--- src/rtl/pwm_counter.sv ---
// -----------------------------------------------------------------------------
// pwm_counter
//
// Prescaled up/down period counter for PWM timebases. A prescaler divides clk
// into count ticks (one tick every prescale+1 enabled cycles); on each tick the
// main counter steps up or down inside 0..period and wraps, pulsing overflow
// (up-count wrap period->0) or underflow (down-count wrap 0->period) for one
// cycle in the same cycle the wrapped value appears on counter_val.
//
// Configuration macro:
//   PWM_COUNTER_SHADOW_EN  defined   : period, prescale and upnotdown are
//                                      latched into active shadow registers
//                                      only while en=0, during count_reset, or
//                                      on the cycle a wrap occurs, so a new
//                                      configuration takes effect at a clean
//                                      period boundary.
//                          undefined : the inputs are used directly every
//                                      cycle; out-of-range state left behind
//                                      by a live change is recovered on the
//                                      next tick.
//
// Ports:
//   clk          in   1   peripheral clock, rising-edge
//   rst_n        in   1   asynchronous active-low reset
//   period       in  16   inclusive terminal count value
//   en           in   1   count enable; 0 freezes counter and prescaler
//   count_reset  in   1   synchronous level-sensitive clear, highest priority
//   upnotdown    in   1   1 = count up, 0 = count down
//   prescale     in   8   tick divider (tick every prescale+1 cycles)
//   counter_val  out 16   current count, registered
//   overflow     out  1   one-cycle pulse on up-count wrap
//   underflow    out  1   one-cycle pulse on down-count wrap
// -----------------------------------------------------------------------------
module pwm_counter (
    input  logic        clk,
    input  logic        rst_n,
    input  logic [15:0] period,
    input  logic        en,
    input  logic        count_reset,
    input  logic        upnotdown,
    input  logic [7:0]  prescale,
    output logic [15:0] counter_val,
    output logic        overflow,
    output logic        underflow
);

    // Prescaler state and the configuration actually governing the count.
    logic [7:0]  psc_cnt;
    logic [15:0] act_period;
    logic [7:0]  act_prescale;
    logic        act_up;

    // Next-state values computed combinationally, registered below.
    logic [7:0]  psc_nxt;
    logic [15:0] cnt_nxt;
    logic        ovf_nxt;
    logic        unf_nxt;
    logic        tick;
    logic        wrap;

`ifdef PWM_COUNTER_SHADOW_EN
    logic        shadow_load;

    // Shadows follow the inputs only at safe points, so a period in progress
    // always completes with the configuration it started with.
    assign shadow_load = !en || count_reset || wrap;

    // NOTE: configuration shadows are ordinary control registers and get an
    // async reset so the counter starts from a defined period/prescale/direction.
    always_ff @(posedge clk or negedge rst_n) begin
        if (!rst_n) begin
            act_period   <= '0;
            act_prescale <= '0;
            act_up       <= 1'b1;
        end else if (shadow_load) begin
            act_period   <= period;
            act_prescale <= prescale;
            act_up       <= upnotdown;
        end
    end
`else
    assign act_period   = period;
    assign act_prescale = prescale;
    assign act_up       = upnotdown;
`endif

    assign wrap = ovf_nxt || unf_nxt;

    // NOTE: every variable written here gets a default first, so no path can
    // leave one unassigned and infer a latch.
    always_comb begin
        tick    = 1'b0;
        psc_nxt = psc_cnt;
        cnt_nxt = counter_val;
        ovf_nxt = 1'b0;
        unf_nxt = 1'b0;

        if (count_reset) begin
            // Clear wins over enable and over a coincident wrap: no pulse.
            psc_nxt = '0;
            cnt_nxt = '0;
        end else if (en) begin
            // Prescaler. A live prescale reduction can leave psc_cnt above the
            // terminal value; restart from 0 rather than running to 255.
            if (psc_cnt > act_prescale) begin
                psc_nxt = '0;
            end else if (psc_cnt == act_prescale) begin
                psc_nxt = '0;
                tick    = 1'b1;
            end else begin
                psc_nxt = psc_cnt + 8'd1;
            end

            if (tick) begin
                if (act_up) begin
                    // >= rather than == also recovers from a period shrunk
                    // below the current count.
                    if (counter_val >= act_period) begin
                        cnt_nxt = '0;
                        ovf_nxt = 1'b1;
                    end else begin
                        cnt_nxt = counter_val + 16'd1;
                    end
                end else begin
                    if (counter_val == 16'd0) begin
                        // Reload from the period input: identical to the
                        // active period when unshadowed, and equal to the
                        // value being latched this cycle when shadowed.
                        cnt_nxt = period;
                        unf_nxt = 1'b1;
                    end else if (counter_val > act_period) begin
                        // Out of range after a period change: clamp, no pulse.
                        cnt_nxt = act_period;
                    end else begin
                        cnt_nxt = counter_val - 16'd1;
                    end
                end
            end
        end
    end

    // NOTE: sequential state is written with non-blocking assignments only, so
    // every register samples the pre-edge values regardless of block order.
    always_ff @(posedge clk or negedge rst_n) begin
        if (!rst_n) begin
            psc_cnt     <= '0;
            counter_val <= '0;
            overflow    <= 1'b0;
            underflow   <= 1'b0;
        end else begin
            psc_cnt     <= psc_nxt;
            counter_val <= cnt_nxt;
            overflow    <= ovf_nxt;
            underflow   <= unf_nxt;
        end
    end

endmodule
--- config.mk ---
export PLATFORM = sky130hd
export DESIGN_NAME = pwm_counter
export DESIGN_NICKNAME = d
export VERILOG_FILES = /design/src/rtl/pwm_counter.sv
export SDC_FILE = /design/constraint.sdc
export NUM_CORES = 1
export LEC_CHECK = 0
export CAP_MARGIN = 30
export CORE_UTILIZATION = 40
export CTS_BUF_LIST = sky130_fd_sc_hd__clkbuf_2
export CTS_CLUSTER_SIZE = 20
export DETAILED_ROUTE_END_ITERATION = 12
export PLACE_DENSITY = 0.7
export SLEW_MARGIN = 20
export SYNTH_ARGS = -nofsm -noshare
export SYNTH_HDL_FRONTEND = slang
export SYNTH_SLANG_ARGS = --single-unit
--- constraint.sdc ---
create_clock -name clk -period 2.6 [get_ports clk]
set_input_delay 0.78 -clock clk [delete_from_list [all_inputs] [get_ports clk]]
set_output_delay 0.78 -clock clk [all_outputs]
set_load 0.03 [all_outputs]
==> results.json <==
{
  "ant_nets": 0,
  "hold_viol_final": 0,
  "crit_start": "counter_val[7]$_DFFE_PN0P_",
  "std_cell_rows": 29,
  "critPathKind": "reg -> out",
  "synth_top_area_share_pct": 24.8,
  "max_freq_ghz": 0.398,
  "grt_pass1_wl_mm": 14.2,
  "syn_inst": 327,
  "synth_seq_cells": 26,
  "antenna_cells": 0,
  "clk_path_buf_depth": 2,
  "drt_iter0_markers": 199,
  "critical_path_required_ns": 1.82,
  "path_clk_slew_ns": 0.26,
  "r2r-end": "counter_val[7]$_DFFE_PN0P_",
  "outcome": "finished clean",
  "h-tree-depth": 1,
  "track_usage_pct": 25.2,
  "place_ws_ns": -0.630,
  "synth-edff-count": 0,
  "place.port_buffers": 46,
  "worst_pin_slew_ns": 0.621,
  "vias": 2935,
  "reg2regPathDepth": 8,
  "final_area_um2": 4110,
  "yosys_warnings": 0,
  "grt_max_degree": 27,
  "postSynthAreaPerCell_um2": 8.01,
  "synth_ff_type": "dfrtp_1",
  "finalSetupViolations": 0,
  "place_inst": 492,
  "initial_utilization_pct": 41.3,
  "final_common_cell": "buf_4",
  "synthTopCellsByArea": "dfrtp_1 (25%), ha_1 (13%), a21oi_1 (4.6%)",
  "power_density_nw_per_um2": 194,
  "clock_latency_ns": 0.38,
  "holdWs_ns": 0.596,
  "drc": 0,
  "syn_area_um2": 2620,
  "core_um2": 6350,
  "num-nets-final": 486,
  "holdCritPathClass": "reg -> reg",
  "instances_no_fill": 504,
  "area_delta_synth_final_pct": 56.8,
  "design.die.area_um2": 6880,
  "numClockSinks": 26,
  "crit_fanout": 8,
  "final_cell_mix": "buf_4 (55), nand2_1 (26), dfrtp_1 (26)",
  "hold_buffers": 0,
  "overflow": 0,
  "slew_violations": 0,
  "cts_buffers": 3,
  "ctsRootBufferMaster": "clkbuf_2",
  "r2r_slack_ns": 0.10,
  "antenna_found_initial": 0,
  "crit_end": "counter_val[7]",
  "cts_tree": "done",
  "grt_pass1_vias": 2970,
  "firstDrtPassIters": 5,
  "slew_headroom_pct": 58.3,
  "fin_setup_tns_ns": 0,
  "p_leak_nw": 1.81,
  "cap_violations": 0,
  "finalCritPeriodShare_pct": 96.6,
  "critPathCaptureType": "primary output",
  "period_needed_ns": 2.51,
  "die_h_um": 82.9,
  "drive_gt1_share_pct": 33.3,
  "syn-num-nets": 384,
  "crit_path_start_kind": "flip-flop",
  "fin_skew_ns": 0.00701,
  "vdd_ir_drop_max_v": 0.000139,
  "synth_top_area_cell": "dfrtp_1",
  "ys_seq_area_share_pct": 24.8,
  "io_pins": 47,
  "fin_ws_ns": 0.0881,
  "routabilityCongestion": 0.905,
  "fp.dieW_um": 82.9,
  "synth.distinct_cells": 48,
  "routed_wl_mm": 8.43,
  "post-dp-hpwl_mm": 5.70,
  "viasPerCell": 5.82,
  "placed_area_um2": 3550,
  "r2r_start": "counter_val[5]$_DFFE_PN0P_",
  "n_fill_cell": 515,
  "ys_async_sr_fraction_pct": 100,
  "worstPathArrival_ns": 1.73,
  "wl_per_cell_um": 16.7
}
-- critical path, stage by stage, from the launching register on --
cell,delay (ns)
dfrtp_1,0.47
buf_4,0.20
clkdlybuf4s50_1,0.68
-- Yosys cell counts, types with 2 or more instances --
cell type / count
a211o_1: 3
a211oi_1: 6
a21o_1: 3
a21oi_1: 24
and3_1: 8
buf_2: 3
buf_6: 2
clkbuf_1: 7
dfrtp_1: 26
ha_1: 28
inv_1: 29
mux2i_1: 11
nand2_1: 29
nand2b_1: 6
nand3_1: 11
nand4_1: 6
nor2_1: 14
nor3_1: 8
nor3b_1: 7
nor4_1: 6
nor4_2: 2
nor4b_1: 2
o211ai_1: 5
o21ai_0: 24
o21ai_1: 15
o22ai_1: 2
o31ai_1: 4
or3_1: 2
xnor2_1: 6
xor2_1: 10
-- layout make-up --
class | instances | area, um^2 | share of cell area (%)
Tap cell | 77 | 96.3 | 2.34
Clock buffer | 3 | 15.0 | 0.365
Multi-Input combinational cell | 259 | 2210 | 53.9
Timing Repair Buffer | 110 | 1020 | 24.9
Sequential cell | 26 | 651 | 15.8
Inverter | 29 | 109 | 2.65
-- sequential cells by signal, summed over array words and instances, names as in the netlist --
name,count
underflow,1
counter_val,16
overflow,1
psc_cnt,8
-- cells by family (layout without fill, tap and decap cells) --
family,after synthesis,in the layout,share of synthesized area (%)
AO/OA/AOI/OAI,93,93,21.0
adder cells (fa/ha/maj),28,28,13.4
flip-flops,26,26,24.8
multiplexers,11,11,4.20
XOR/XNOR,16,16,5.35
AND/OR/NAND/NOR,111,111,24.5
buffers and inverters,42,142,6.73
-- metal layers --
metal	vias to the layer above	share of wire, %	track usage, %
met5	-	0	0
met4	0	2.1	6.11
met3	22	5.3	1.89
met2	107	51	44.9
met1	1413	42	33.1
li1	1393	-	-
-- how the worst min path moves through the flow --
stage,start,endpoint,slack [ns],depth (start not counted)
global route,psc_cnt[3]$_DFFE_PN0P_,psc_cnt[3]$_DFFE_PN0P_,0.65,1
detailed placement,psc_cnt[3]$_DFFE_PN0P_,psc_cnt[3]$_DFFE_PN0P_,0.54,1
global placement,psc_cnt[7]$_DFFE_PN0P_,psc_cnt[7]$_DFFE_PN0P_,0.53,2
CTS,psc_cnt[0]$_DFFE_PN0P_,psc_cnt[0]$_DFFE_PN0P_,0.60,1
finish,psc_cnt[0]$_DFFE_PN0P_,psc_cnt[0]$_DFFE_PN0P_,0.60,1
floorplan,rst_n,counter_val[0]$_DFFE_PN0P_,0.48,0
-- power by group --
| part | internal (mW) | switching [mW] | leakage (nW) | total, mW |
|---|---|---|---|---|
| clock | 0.0313 | 0.132 | 0.0125 | 0.164 |
| sequential | 0.409 | 0.00509 | 0.362 | 0.414 |
| combinational | 0.113 | 0.106 | 1.43 | 0.218 |
-- per-stage QoR --
step | util (%) | total power, mW
after floorplan | - | 0.497
after CTS | 63.5 | 0.786
final | 64.7 | 0.796
after global routing | 64.7 | 0.837
after detailed placement | 55.9 | 0.610
after global placement | 55.9 | 0.607
-- timing repair --
item / in CTS / in global routing
buffers inserted: 4 / 3
hold endpoints to repair: 0 / 0
gates resized for setup: 99 / 11
gates cloned: 3 / 0
pin swaps: 48 / 16
endpoints found under the setup margin: 16 / 16
Power figures use the tool's default switching activity.
